`src/rtl/led_seq_pkg.sv`:
```
// Shared types, constants and step-period helper for the LED sequencer.
package led_seq_pkg;

    typedef enum logic [1:0] {
        IDLE  = 2'd0,
        RUN   = 2'd1,
        BLANK = 2'd2
    } state_t;

    localparam logic [7:0] LED_RESET  = 8'h00;
    localparam logic [7:0] LED_FIRST  = 8'h01;
    localparam logic [7:0] LED_LAST   = 8'h80;
    localparam int         NUM_SPEEDS = 4;

    // Clock cycles per pattern step at the given speed index.
    function automatic int unsigned step_period(input int unsigned clk_hz,
                                                input int unsigned base_hz,
                                                input logic [1:0]  speed);
        return clk_hz / (base_hz << speed);
    endfunction

endpackage

```
`src/rtl/led_seq_ctrl_sync_debounce.sv`:
```
// Two-flop synchronizer followed by a consecutive-sample debouncer.
module sync_debounce #(
    parameter int   DEB_CYCLES = 1_000_000,
    parameter logic RESET_VAL  = 1'b0
) (
    input  logic clk,
    input  logic rst,
    input  logic din,
    output logic dout
);
    localparam int CW = $clog2(DEB_CYCLES + 1);

    logic          meta_r;
    logic          sync_r;
    logic          dout_r;
    logic [CW-1:0] cnt_r;

    // Synchronize, then accept the synced value after DEB_CYCLES mismatching samples.
    always_ff @(posedge clk) begin
        if (rst) begin
            meta_r <= RESET_VAL;
            sync_r <= RESET_VAL;
            dout_r <= RESET_VAL;
            cnt_r  <= {CW{1'b0}};
        end else begin
            meta_r <= din;
            sync_r <= meta_r;
            if (sync_r == dout_r) begin
                cnt_r <= {CW{1'b0}};
            end else if (cnt_r == CW'(DEB_CYCLES - 1)) begin
                dout_r <= sync_r;
                cnt_r  <= {CW{1'b0}};
            end else begin
                cnt_r <= cnt_r + CW'(1);
            end
        end
    end

    assign dout = dout_r;

endmodule

```
`src/rtl/led_seq_ctrl.sv`:
```
// LED sequencer controller: input conditioning, step prescaler and pattern FSM.
module led_seq_ctrl
    import led_seq_pkg::*;
#(
    parameter int CLK_HZ       = 50_000_000,
    parameter int BASE_STEP_HZ = 4,
    parameter int DEB_CYCLES   = 1_000_000
) (
    input  logic       clk,
    input  logic       rst,
    input  logic       sw0,
    input  logic       key_n,
    output logic [7:0] led,
    output logic       step_en,
    output logic       mode,
    output logic [1:0] speed,
    output logic       blank
);
    localparam int PW = $clog2(CLK_HZ / BASE_STEP_HZ) + 1;

    logic          sw_db_s;
    logic          key_db_s;
    logic          key_db_d_r;
    logic          key_fall_s;
    logic [PW-1:0] presc_r;
    logic [PW-1:0] period_m1_s;
    logic          tc_s;
    logic          step_s;
    logic          pend_s;
    logic          step_en_r;
    logic [1:0]    speed_r;
    state_t        state_r;
    logic [7:0]    led_r;
    logic          mode_r;
    logic          blank_r;
    logic          dir_left_r;

    sync_debounce #(.DEB_CYCLES(DEB_CYCLES), .RESET_VAL(1'b0)) u_sw_deb (
        .clk  (clk),
        .rst  (rst),
        .din  (sw0),
        .dout (sw_db_s)
    );

    sync_debounce #(.DEB_CYCLES(DEB_CYCLES), .RESET_VAL(1'b1)) u_key_deb (
        .clk  (clk),
        .rst  (rst),
        .din  (key_n),
        .dout (key_db_s)
    );

    // Step event decode; a speed change suppresses a coincident terminal count.
    always_comb begin
        period_m1_s = PW'(step_period(CLK_HZ, BASE_STEP_HZ, speed_r) - 32'd1);
        key_fall_s  = key_db_d_r & ~key_db_s;
        tc_s        = (presc_r == period_m1_s);
        step_s      = tc_s & ~key_fall_s;
        pend_s      = (sw_db_s != mode_r);
    end

    // Prescaler, speed selection and registered step pulse.
    always_ff @(posedge clk) begin
        if (rst) begin
            key_db_d_r <= 1'b1;
            presc_r    <= {PW{1'b0}};
            speed_r    <= 2'd0;
            step_en_r  <= 1'b0;
        end else begin
            key_db_d_r <= key_db_s;
            step_en_r  <= step_s;
            if (key_fall_s) begin
                presc_r <= {PW{1'b0}};
                speed_r <= (speed_r == 2'(NUM_SPEEDS - 1)) ? 2'd0 : speed_r + 2'd1;
            end else if (tc_s) begin
                presc_r <= {PW{1'b0}};
            end else begin
                presc_r <= presc_r + PW'(1);
            end
        end
    end

    // Pattern FSM; advances only on step events so outputs change with step_en.
    always_ff @(posedge clk) begin
        if (rst) begin
            state_r    <= IDLE;
            led_r      <= LED_RESET;
            mode_r     <= 1'b0;
            blank_r    <= 1'b0;
            dir_left_r <= 1'b1;
        end else if (step_s) begin
            case (state_r)
                IDLE, BLANK: begin
                    mode_r     <= sw_db_s;
                    dir_left_r <= 1'b1;
                    led_r      <= LED_FIRST;
                    blank_r    <= 1'b0;
                    state_r    <= RUN;
                end
                RUN: begin
                    if (pend_s) begin
                        state_r <= BLANK;
                        led_r   <= LED_RESET;
                        blank_r <= 1'b1;
                    end else if (mode_r) begin
                        led_r <= {led_r[6:0], led_r[7]};
                    end else if (dir_left_r) begin
                        // Reverse at the end without repeating the end LED.
                        if (led_r == LED_LAST) begin
                            dir_left_r <= 1'b0;
                            led_r      <= {1'b0, led_r[7:1]};
                        end else begin
                            led_r <= {led_r[6:0], 1'b0};
                        end
                    end else begin
                        if (led_r == LED_FIRST) begin
                            dir_left_r <= 1'b1;
                            led_r      <= {led_r[6:0], 1'b0};
                        end else begin
                            led_r <= {1'b0, led_r[7:1]};
                        end
                    end
                end
                default: begin
                    state_r    <= IDLE;
                    led_r      <= LED_RESET;
                    blank_r    <= 1'b0;
                    dir_left_r <= 1'b1;
                end
            endcase
        end
    end

    assign led     = led_r;
    assign step_en = step_en_r;
    assign mode    = mode_r;
    assign speed   = speed_r;
    assign blank   = blank_r;

endmodule

```
`config.mk`:
```
export PLATFORM = sky130hd
export DESIGN_NAME = led_seq_ctrl
export DESIGN_NICKNAME = d
export VERILOG_FILES = /design/src/rtl/led_seq_pkg.sv /design/src/rtl/led_seq_ctrl_sync_debounce.sv /design/src/rtl/led_seq_ctrl.sv
export SDC_FILE = /design/constraint.sdc
export NUM_CORES = 1
export LEC_CHECK = 0
export BUFFER_PORTS_ARGS = -buffer_cell sky130_fd_sc_hd__buf_2
export CAP_MARGIN = 10
export CORE_MARGIN = 2
export CORE_UTILIZATION = 48
export DETAILED_ROUTE_END_ITERATION = 10
export PLACE_DENSITY = 0.73
export SLEW_MARGIN = 40
export SYNTH_ARGS = -nofsm -noshare
export SYNTH_HDL_FRONTEND = slang
export SYNTH_SLANG_ARGS = --single-unit
```
`constraint.sdc`:
```
create_clock -name clk -period 10.81 [get_ports clk]
set_input_delay 1.081 -clock clk [delete_from_list [all_inputs] [get_ports clk]]
set_output_delay 1.081 -clock clk [all_outputs]
set_load 0.01 [all_outputs]
```
Word level (Yosys, flattened, before mapping)
Cells that the tools add are included.
Operators by class
  eq/ne operators: 14
  multiplexer cells: 17
  bitwise gates (word level): 6
  add/sub/neg operators: 5
  shifts and indexed selects: 1
  reductions and logical operators: 10
  divide/modulo/power cells: 1
Operators with widths (count)
  20-bit by 1-bit adder with 20-bit output (second input constant): 2
  20-bit equality test (second input constant): 2
  8-bit 2-to-1 mux: 5
  26-bit by 32-bit divider with 32-bit output (first input constant): 1
  3-bit by 2-bit left shift with 32-bit output (first input constant): 1
  25-bit by 1-bit adder with 25-bit output (second input constant): 1
  25-bit equality test: 1
  25-bit by 1-bit subtractor with 25-bit output (second input constant): 1
  8-bit case mux with 2 select lines: 1
  3-bit OR reduction: 3
  8-bit by 1-bit equality test with 1-bit output (second input constant): 1
  8-bit equality test (second input constant): 1
  1-bit 2-to-1 mux: 8
  2-bit AND reduction: 4
  2-bit inequality test (second input constant): 3
  2-bit equality test (second input constant): 2
  2-bit 2-to-1 mux: 2
  1-bit NOT: 4
  2-bit case mux with 2 select lines: 1
  3-bit AND reduction: 1
  2-bit by 1-bit adder with 2-bit output (second input constant): 1
  1-bit bitwise AND: 2
  1-bit equality test: 2
  2-bit by 1-bit equality test with 1-bit output (second input constant): 1
  3 further kinds: 3
Word-level totals
  output and inout bits: 13
  word-level logic and storage cells: 71
  register bits after elaboration: 88

Logic depth before layout (Yosys ltp)
Gate-level depths: netlist of run 1.
  depth in word-level cells: 6
  depth in mapped cells: 36
  mapped depth without buffers: 32

Cells and area by module
Synthesis of run 1 repeated with hierarchy kept, for this count alone.
Unflattened totals
  cells, all modules: 1009
  area total of the unflattened synthesis: 7524.7 um^2
By module, submodules not included
  led_seq_ctrl: cells each 779, times used 1, sequential area each 820.8 um^2, area an instance 5500.3 um^2
  sync_debounce (u_key_deb): cells each 114, times used 1, sequential area each 460.4 um^2, area an instance 1017.2 um^2
  sync_debounce (u_sw_deb): cells each 116, times used 1, sequential area each 460.4 um^2, area an instance 1007.2 um^2

Worst setup path after synthesis of run 1
OpenSTA, ideal clock, no wires.
  path kind: reg-to-reg
  start: register speed_r[0] (netlist: speed[0])
  end: register led_r[6] (netlist: led[6])
  cell stages (with the launch flop): 35
  path buffers: 3
  setup time: 74 ps
  data arrival time: 8314 ps
  required time: 10736 ps
  setup slack: 2421 ps
  path through: dfxtp_1 ha_1 buf_2 inv_1 ha_1 buf_2 a21oi_1 a2111oi_2 o311a_1 or3_4 nor3_4 mux2_4 or2_1 clkbuf_1 or3_1 a21oi_4 mux2i_1 nand4_4 nor4_1 o211ai_1 or3b_1 a311o_1 a211oi_4 ha_1 xnor2_1 nor2_1 nand3_1 nor4_1 nand3_1 nor2_1 nor4b_1 nand3_1 mux2_2 or4b_1 o21ai_0
Between the ends
  cells in the longest elaborated chain, start to end: 5
RTL lines
  start: declaration: RTL line led_seq_ctrl.sv:31  | logic [1:0] speed_r;
  start signal: assignment: RTL line led_seq_ctrl.sv:73  | speed_r <= (speed_r == 2'(NUM_SPEEDS - 1)) ? 2'd0 : speed_r + 2'd1;
  3-bit by 2-bit left shift with 32-bit output: RTL line led_seq_pkg.sv:19  | return clk_hz / (base_hz << speed);
  26-bit by 32-bit divider with 32-bit output: RTL line led_seq_pkg.sv:19
  25-bit by 1-bit subtractor with 25-bit output: RTL line led_seq_ctrl.sv:54  | period_m1_s = PW'(step_period(CLK_HZ, BASE_STEP_HZ, speed_r) - 32'd1);
  25-bit equality test: RTL line led_seq_ctrl.sv:56  | tc_s = (presc_r == period_m1_s);
  1-bit bitwise AND: RTL line led_seq_ctrl.sv:57  | step_s = tc_s & ~key_fall_s;
  end signal: assignment: RTL line led_seq_ctrl.sv:105  | led_r <= {led_r[6:0], led_r[7]};
  end signal: assignment: RTL line led_seq_ctrl.sv:110  | led_r <= {1'b0, led_r[7:1]};
  end signal: assignment: RTL line led_seq_ctrl.sv:112  | led_r <= {led_r[6:0], 1'b0};
  end: declaration: RTL line led_seq_ctrl.sv:33  | logic [7:0] led_r;
No other way between the ends.
A chain may end at the register's enable or synchronous reset.

Worst setup path after layout of run 1
Same ends and word-level chain as after synthesis.

==> impl_metrics.json, run 1 <==
{
  "cp_max_fo": 18,
  "async_flop_share_pct": 0,
  "ys_seq_area_share_pct": 25.2,
  "wl_met2_mm": 8.10,
  "slew_viol_final": 0,
  "port-buffer-count": 16,
  "synth_edf_count": 0,
  "cts_buffers": 9,
  "cts.sinks": 87,
  "syn_area_sq_um": 6910,
  "fmax_mhz": 109,
  "maxCapViolations": 0,
  "cts_buffer_depth": 2,
  "drtAntennaViolNets": 0,
  "ir_drop_uv": 84.8,
  "antenna_found_initial": 0,
  "worstSetupPathType": "reg -> reg",
  "die_width_um": 124,
  "routed_wl_mm": 18.7,
  "fp.dieH_um": 124,
  "wl_per_cell_um": 17.5,
  "fin_crit_ps": 9190,
  "rsz0062_at_grt": "false",
  "critPathMaxStageDelay_ps": 610,
  "route.detailed.drc": 0,
  "ys_ff_latch": 87,
  "via_count": 6714,
  "stdcell_area_sq_um": 7340,
  "gp_congestion": 0.991,
  "nNetsFinal": 914,
  "cts_hold_buf": 0,
  "postPlaceCellArea_sq_um": 7090,
  "grt_pass1_vias": 6071,
  "cts_resized": 0,
  "outcome": "complete, no violations",
  "r2r_slack_ps": 1620,
  "clk_latency_ps": 330,
  "required_ps": 11070,
  "row_count": 43,
  "top_layer": "met4",
  "wl_met3_mm": 1.51,
  "fin_setup_tns_ps": 0,
  "synth_area_per_cell_sq_um": 7.73,
  "syn_inst": 895,
  "grt_usage_pct": 24.8,
  "synthToLayoutAreaGrowth_pct": 6.19,
  "wl_met1_mm": 8.59,
  "ctsRootBufferMaster": "clkbuf_16",
  "first_iter_violations": 767,
  "final_cells": 1068,
  "dieArea_sq_um": 15400,
  "fp.coreArea_sq_um": 14000,
  "fin_skew_ps": 5.78,
  "cp-end-kind": "flip-flop",
  "start_kind": "flip-flop",
  "finalCritPeriodShare_pct": 85.0,
  "grt_overflow": 0,
  "cts.clk_slew.worst_paths_ps": 60,
  "start_util_pct": 49.4,
  "io_pins": 17,
  "final_cell_mix": "nor2_1 (108), dfxtp_1 (87), nand2_1 (71), nand3_1 (51), xnor2_1 (45)",
  "dp_cells": 1055,
  "cts_tree": "built",
  "relSlewSlack_pct": 45.9,
  "drive_above_1_share_pct": 10.8,
  "n_antenna_cell": 0,
  "final_common_cell": "nor2_1",
  "hpwl_mm": 13.4,
  "synth_warnings": 0,
  "synthDistinctLibCells": 86,
  "setup_viol": 0,
  "viasPerCell": 6.29,
  "synth_nets": 923,
  "htreeDepth": 3,
  "slowest_stage": "or4b_4",
  "hold_viol_final": 0,
  "grt_pass1_wl_mm": 30.4,
  "cts_setup_buffers": 0,
  "arrival_ps": 9450,
  "dr.pass1.iters": 6,
  "worst_slew_pin_slew_ps": 812,
  "power_density_nw_per_um2": 82.5,
  "grt_max_degree": 36,
  "yosys_most_used_dff": "dfxtp_1",
  "hold_class": "reg -> reg",
  "p_leak_nw": 2.61
}
[layout make-up]
cell class | count | area [sq um]
clock inverters | 2 | 10.0
repair buffers | 25 | 148
clock buffers | 11 | 243
multi-input cells | 745 | 4910
well taps | 180 | 225
fillers | 1343 | 6650
inverters | 18 | 67.6
flip-flops and latches | 87 | 1740
[sequential cells by signal, indices dropped and copies added (netlist names)]
name,count
u_sw_deb.meta_r,1
u_sw_deb.cnt_r,20
key_db_d_r,1
speed,2
u_key_deb.cnt_r,20
u_key_deb.sync_r,1
led,8
dir_left_r,1
u_sw_deb.sync_r,1
state_r,2
u_key_deb.meta_r,1
u_sw_deb.dout,1
presc_r,25
step_en,1
u_key_deb.dout,1
mode,1
[kinds of logic (layout without fill, tap and decap cells)]
| family | Yosys count | after routing | share of synthesized area, % |
|---|---|---|---|
| XOR/XNOR | 85 | 85 | 10.9 |
| AND/OR/NAND/NOR | 427 | 427 | 33.3 |
| buffers and inverters | 63 | 56 | 3.91 |
| multiplexers | 14 | 14 | 2.12 |
| flip-flops | 87 | 87 | 25.2 |
| AO/OA/AOI/OAI | 195 | 195 | 20.3 |
| adder cells (fa/ha/maj) | 24 | 24 | 4.34 |
[cells in the mapped netlist (all sizes together), types with 21 or more instances]
master / instances / area share, %
xor2: 40 / 5.2
clkbuf: 29 / 1.6
dfxtp: 87 / 25
a21oi: 45 / 3.4
ha: 24 / 4.3
nor2: 108 / 5.9
and3: 24 / 2.2
nor3: 52 / 5.5
nand4: 21 / 2.1
nand3: 51 / 3.7
o21ai: 40 / 2.9
xnor2: 45 / 5.7
nand2: 72 / 3.9
[worst paths after layout]
path,startpoint,to,cells after the start
setup / recovery,speed[0],led[6],33
hold / removal,u_key_deb.meta_r,u_key_deb.sync_r,1
hold reg to reg,u_key_deb.meta_r,u_key_deb.sync_r,1
setup reg to reg,speed[0],led[6],33
[routing by layer]
metal,track usage [%],up-vias
met2,38.2,318
met3,4.21,50
met5,0,-
met1,34.7,3085
li1,-,3261
met4,9.20,0
[critical path: cells and delay by family, from the launching register on]
family          cells  cell delay [ps]
simple gates       14             3680
compound gates     10             2700
fa+ha+maj           3              860
mux                 2              790
flops               1              480
buf+inv             3              470
xor+xnor            1              120
[per-stage QoR]
stage	utilization (%)	hold slack [ps]	total power [mW]	setup slack, ps
finish	52.5	409	0.606	1620
floorplan	-	389	0.339	2420
CTS	52.5	411	0.614	1710
global route	52.5	420	0.628	842
global placement	50.7	399	0.342	2020
detailed placement	50.7	397	0.342	1740
[report_power, final]
group | internal, mW | leakage, nW | total (mW) | switching, mW
combinational | 0.00324 | 1.78 | 0.0101 | 0.00690
clock | 0.157 | 0.127 | 0.271 | 0.114
sequential | 0.323 | 0.702 | 0.325 | 0.00207
No activity file was read; power rests on OpenSTA's default activity.
==> run 2, diff against run 1 <==
--- a/config.mk
+++ b/config.mk
@@ -5,6 +5,7 @@
 export SDC_FILE = /design/constraint.sdc
 export NUM_CORES = 1
 export LEC_CHECK = 0
+export ABC_AREA = 1
 export BUFFER_PORTS_ARGS = -buffer_cell sky130_fd_sc_hd__buf_2
 export CAP_MARGIN = 10
 export CORE_MARGIN = 2
==> constraint.sdc (replaced) <==
create_clock -name clk -period 8.7 [get_ports clk]
set_input_delay 0.87 -clock clk [delete_from_list [all_inputs] [get_ports clk]]
set_output_delay 0.87 -clock clk [all_outputs]
set_load 0.01 [all_outputs]
==> run 2 against run 1 <==
Die area shrank 1.6%. Final cell count grew 23%. Fmax grew 9.1%. Count of clock-buffer cells in the layout is the same. Register-to-register slack lost 1300 ps. Total power grew 39%. Critical path type unchanged. Via count grew 6.6%. Routed wire length shrank 0.22%. Sequential share of layout area shrank 2.2 points.
==> impl_metrics.json, run 2 <==
{
  "largestRegisters": "presc_r (25), u_key_deb.cnt_r (20), u_sw_deb.cnt_r (20)",
  "synth_warnings": 0,
  "power_density_nw_per_um2": 104,
  "pre_cts_slack_ps": -77.0,
  "regMostFlops": "presc_r",
  "ys_seq_area_share_pct": 25.6,
  "reg2reg_from": "speed[0]",
  "synthToLayoutAreaGrowth_pct": 19.2,
  "cpMostUsedCell": "nand2_2",
  "yosys-top-cells-count": "nand2_1 (237), inv_1 (158), nor2_1 (128), dfxtp_1 (87), nand3_1 (81)",
  "synth_largest_area_cell": "dfxtp_1",
  "dp_cells": 1260,
  "final_cells": 1309,
  "fmax_mhz": 119,
  "dr.pass1.iters": 5,
  "largest_reg_flops": 25,
  "synthDominantCellAreaShare_pct": 25.6,
  "cts_tree": "built",
  "via_count": 7155,
  "outcome": "complete, no violations",
  "slowest_stage": "or4_4",
  "power_mw": 0.840,
  "htreeDepth": 3,
  "cts_buffers": 9,
  "grt_pass1_wl_mm": 28.5,
  "syn_inst": 1066,
  "hold_viol_final": 0,
  "wl_per_cell_um": 14.2,
  "routed_wl_mm": 18.6,
  "ir_drop_uv": 131,
  "slew_viol_final": 0,
  "arrival_ps": 8700,
  "fp.coreArea_sq_um": 13900,
  "n_antenna_cell": 0,
  "drtAntennaViolNets": 0,
  "ctsRootBufferMaster": "clkbuf_16",
  "clk_latency_ps": 340,
  "grt_usage_pct": 23.4,
  "grt_pass1_vias": 6049,
  "fp.dieH_um": 123,
  "ys_ff_latch": 87,
  "p_leak_nw": 3.46,
  "fin_crit_ps": 8420,
  "min-delay-start": "u_key_deb.meta_r",
  "cts_hold_buf": 0,
  "first_iter_violations": 739,
  "hold_class": "reg -> reg",
  "synth_area_per_cell_sq_um": 6.38,
  "synthDistinctLibCells": 57,
  "cp_max_fo": 7,
  "synth.most_common_cell": "nand2_1",
  "fin_skew_ps": 9.32,
  "postLayoutCoreUtil_pct": 58.3,
  "whs_ps": 408,
  "required_ps": 8980,
  "start_kind": "flip-flop",
  "critPathMaxStageDelay_ps": 520,
  "async_flop_share_pct": 0,
  "synth.area.top_cells": "dfxtp_1 (26%), nand2_1 (13%), inv_1 (8.7%)",
  "grt_max_degree": 26,
  "start_util_pct": 49.0,
  "cp-end-kind": "flip-flop",
  "syn_area_sq_um": 6800,
  "worst_slew_pin_slew_ps": 779,
  "row_count": 43,
  "drive_above_1_share_pct": 19.5,
  "dieArea_sq_um": 15100,
  "reg2reg_depth": 62,
  "maxCapViolations": 0,
  "setup_viol": 0,
  "viasPerCell": 5.47,
  "rsz0062_at_grt": "true",
  "route.detailed.drc": 0,
  "cts.sinks": 87,
  "gp_congestion": 1.03,
  "hpwl_mm": 13.3,
  "finalCritPeriodShare_pct": 96.8,
  "final_common_cell": "nand2_1",
  "port-buffer-count": 16,
  "cp-startpoint": "speed[0]",
  "yosys_most_used_dff": "dfxtp_1",
  "rr_endpoint": "mode",
  "r2r_slack_ps": 280,
  "cts.clk_slew.worst_paths_ps": 60,
  "io_pins": 17,
  "grt_overflow": 0,
  "cts_buffer_depth": 2,
  "synth_edf_count": 0,
  "worstHoldPathCells": 1,
  "timing.final.ws_setup_ps": 276,
  "die_width_um": 123,
  "relSlewSlack_pct": 48.0,
  "worstSetupPathType": "reg -> reg",
  "antenna_found_initial": 0,
  "final_cell_mix": "nand2_1 (206), inv_1 (155), nor2_1 (123), dfxtp_1 (85), nand3_1 (71)",
  "nNetsFinal": 1152,
  "synth_nets": 1094,
  "holdPathEnd": "u_key_deb.sync_r"
}
-- run 2: cell count changes in the layout (fill, tap and decap cells not counted), moves of 18 or more --
cell	previous run	this run
nand2_1	71	206
nor3_2	22	4
buf_4	9	47
xnor2_1	45	11
nor2b_1	19	0
nand2_2	1	36
inv_1	17	155
nand3_1	51	71
and3_1	24	1
-- run 2: timing repair --
| action | 4_1_cts | 5_1_grt |
|---|---|---|
| gates cloned | 0 | 2 |
| resized for setup | 3 | 107 |
| pin swaps | 0 | 60 |
| hold endpoints to repair | 0 | 0 |
| setup endpoints to repair | 9 | 38 |
| setup buffers | 0 | 31 |
-- run 2: area by class of cell --
| class | instances | area (sq um) |
|---|---|---|
| tap | 180 | 225 |
| inverter | 168 | 643 |
| sequential | 87 | 1750 |
| clock buffer | 11 | 243 |
| fill | 1287 | 5780 |
| timing repair buffer | 69 | 504 |
| clock inverter | 5 | 86.3 |
| multi-input combinational | 789 | 4650 |
-- run 2: worst max path at each step --
stage,cells past startpoint,end
3_5_place_dp,58,led[6]
2_1_floorplan,67,led[7]
6_report,62,mode
4_1_cts,58,led[6]
3_3_place_gp,59,led[1]
5_1_grt,61,mode
-- run 2: kinds of logic (layout without fill, tap and decap cells) --
logic type / count (synthesis) / in the layout / synth area share (%)
flip-flops: 87 / 87 / 25.6
adder cells (fa/ha/maj): 24 / 24 / 4.42
AO/OA/AOI/OAI: 131 / 131 / 11.7
AND/OR/NAND/NOR: 598 / 600 / 42.0
XOR/XNOR: 34 / 34 / 4.38
buffers and inverters: 192 / 253 / 12.0
-- run 2: through the flow --
step                area, sq um  setup TNS (ps)
detailed placement         7090            -392
global route               8100           -3060
floorplan                  6800               0
finish                     8100               0
global placement           7090               0
CTS                        7430               0
-- run 2: metal layers --
layer  routed length (um)  global-route usage, %  vias to the layer above
met1                 8030                   31.0                     3223
met5                    0                      0                        -
met2                 8520                   37.0                      277
met4                  759                   10.4                        0
li1                     -                      -                     3589
met3                 1340                   4.57                       66
-- run 2: power by group --
part           internal (mW)  leakage [nW]  switching (mW)  total (mW)
registers              0.400         0.704         0.00275       0.403
clock network          0.263         0.161           0.161       0.424
logic                0.00390          2.60         0.00943      0.0133
-- run 2: worst max-delay path, delay by kind of cell, from the launching register on --
| kind | cells | cell delay (ps) |
|---|---|---|
| buffers and inverters | 4 | 240 |
| adders and majority gates | 3 | 590 |
| AOI/OAI and AO/OA | 4 | 820 |
| DFF | 1 | 380 |
| and+or+nand+nor | 51 | 6330 |
==> run 3, diff against run 2 <==
--- a/config.mk
+++ b/config.mk
@@ -9,9 +9,9 @@
 export BUFFER_PORTS_ARGS = -buffer_cell sky130_fd_sc_hd__buf_2
 export CAP_MARGIN = 10
 export CORE_MARGIN = 2
-export CORE_UTILIZATION = 48
+export CORE_UTILIZATION = 45
 export DETAILED_ROUTE_END_ITERATION = 10
-export PLACE_DENSITY = 0.73
+export PLACE_DENSITY = 0.7
 export SLEW_MARGIN = 40
 export SYNTH_ARGS = -nofsm -noshare
 export SYNTH_HDL_FRONTEND = slang
==> run 3 against run 2 <==
Clock power decreased by 10%. Non-clock buffer count decreased by 3. Worst setup slack got worse by 55 ps. Largest cell class unchanged. Critical path type unchanged. Count of clock-buffer cells in the layout decreased by 2. Utilization decreased by 3.6 points. Critical path depth increased by 3. Worst hold slack got worse by 1.4 ps. Sequential power about the same.
==> impl_metrics.json, run 3 (synthesis gave the netlist of run 2 again) <==
{
  "fin_skew_ps": 13.3,
  "setup_viol": 0,
  "fin_setup_tns_ps": 0,
  "multi_input_area_sq_um": 4610,
  "gp_congestion": 0.962,
  "ir_drop_uv": 124,
  "reg2reg_depth": 65,
  "critPathMaxStageDelay_ps": 530,
  "die_width_um": 127,
  "grt_pass1_vias": 6166,
  "postLayoutCoreUtil_pct": 54.8,
  "finalCritPeriodShare_pct": 97.5,
  "pwr-share-seq_pct": 50.6,
  "largest_reg_flops": 25,
  "route.detailed.drc": 0,
  "regMostFlops": "presc_r",
  "viasPerCell": 5.35,
  "power_switching_mw": 0.188,
  "cts_hold_buf": 0,
  "start_kind": "flip-flop",
  "grt_max_degree": 26,
  "antenna_found_initial": 0,
  "outcome": "complete, no violations",
  "p_leak_nw": 3.44,
  "fp.coreArea_sq_um": 14600,
  "grt_usage_pct": 20.9,
  "grt_overflow": 0,
  "combPwrFrac_pct": 1.6,
  "switching_share_pct": 23.7,
  "port-buffer-count": 16,
  "nNetsFinal": 1149,
  "via_count": 7005,
  "final_common_cell": "nand2_1",
  "rsz0062_at_grt": "true",
  "fmax_mhz": 118,
  "worst_slew_pin_slew_ps": 773,
  "largestRegisters": "presc_r (25), u_key_deb.cnt_r (20), u_sw_deb.cnt_r (20)",
  "slew_viol_final": 0,
  "seq_area_sq_um": 1750,
  "worstSetupPathType": "reg -> reg",
  "fin_crit_ps": 8480,
  "final_cells": 1310,
  "row_count": 44,
  "cts.sinks": 87,
  "worstHoldPathCells": 2,
  "required_ps": 8990,
  "cts_buffers": 9,
  "cellInternalPower_mw": 0.607,
  "dr.pass1.iters": 5,
  "drive_above_1_share_pct": 19.4,
  "synthToLayoutAreaGrowth_pct": 18.0,
  "cts.clk_slew.worst_paths_ps": 70,
  "clk_latency_ps": 340,
  "maxCapViolations": 0,
  "cp_max_fo": 7,
  "final_cell_mix": "nand2_1 (211), inv_1 (154), nor2_1 (124), dfxtp_1 (85), nand3_1 (66)",
  "cts_buffer_depth": 2,
  "relSlewSlack_pct": 48.3,
  "whs_ps": 406,
  "grt_pass1_wl_mm": 28.3,
  "drtAntennaViolNets": 0,
  "arrival_ps": 8770,
  "start_util_pct": 46.4,
  "n_antenna_cell": 0,
  "cts_tree": "built",
  "path_buf_inv": 6,
  "hpwl_mm": 12.6,
  "fill_cells": 1404,
  "r2r_slack_ps": 220,
  "hold_viol_final": 0,
  "cpMostUsedCell": "nand2_1",
  "first_iter_violations": 549,
  "dp_cells": 1261,
  "ctsRootBufferMaster": "clkbuf_16",
  "io_pins": 17,
  "hold_class": "reg -> reg",
  "clockPowerShare_pct": 47.8,
  "crit_cells": 65,
  "wl_per_cell_um": 13.6,
  "htreeDepth": 3,
  "fp.dieH_um": 127,
  "cp-end-kind": "flip-flop",
  "slowest_stage": "or4_1",
  "power_density_nw_per_um2": 99.1,
  "dieArea_sq_um": 16100,
  "cp_top_family": "simple AND/OR/NAND/NOR gates",
  "routed_wl_mm": 17.8,
  "power_mw": 0.795
}
run 3: cell count changes in the layout (fill, tap and decap cells not counted), moves of 2 or more:
cell	delta
nand3_1	-5
nand2_2	-4
nand2_1	+5
nand3_2	+8
a21oi_2	+5
inv_6	+2
a21oi_1	-4
bufinv_16	-2
nand3_4	-3
buf_4	-2
inv_8	+3
buf_6	-2
run 3: final timing paths:
path	end	from
worst min-delay path	u_sw_deb.sync_r	u_sw_deb.meta_r
worst max register to register	mode	speed[1]
worst max-delay path	mode	speed[1]
worst min register to register	u_sw_deb.sync_r	u_sw_deb.meta_r
run 3: worst min-delay path, stage by stage (launching register included):
cell and delay (ps):
dfxtp_1 300, inv_1 40, nor2_1 30
run 3: stage by stage:
stage | instance area, sq um | setup WS, ps
floorplan | 6800 | 744
detailed placement | 7070 | 92.5
finish | 8020 | 221
global route | 8020 | -350
CTS | 7360 | 25.7
global placement | 7070 | 340
run 3: power groups by stage:
| stage | sequential [mW] | clock [mW] | combinational [mW] |
|---|---|---|---|
| 2_1_floorplan | 0.411 | 0 | 0.0105 |
| 3_3_place_gp | 0.412 | 0 | 0.0124 |
| 3_5_place_dp | 0.412 | 0 | 0.0126 |
| 4_1_cts | 0.403 | 0.391 | 0.0127 |
| 5_1_grt | 0.402 | 0.405 | 0.0150 |
| 6_report | 0.402 | 0.380 | 0.0130 |
run 3: layer usage:
metal	GRT usage, %	up-vias	part of all wire [%]	wire (um)
met5	0	-	0	0
met4	7.05	0	3.2	562
met3	2.32	52	5.4	955
met2	34.7	218	47	8370
met1	28.3	3146	44	7890
li1	-	3589	-	-
run 3: repair_timing:
action                     4_1_cts  5_1_grt
gates resized for setup          0      110
setup endpoints to repair        0       38
buffers inserted                 0       31
run 3: area by class of cell:
cell class / instances / share of cell area, %
clock inverter: 7 / 0.858
multi-input combinational: 789 / 57.5
clock buffer: 9 / 2.81
sequential: 87 / 21.8
tap: 184 / 2.87
timing repair buffer: 66 / 6.07
inverter: 168 / 8.11
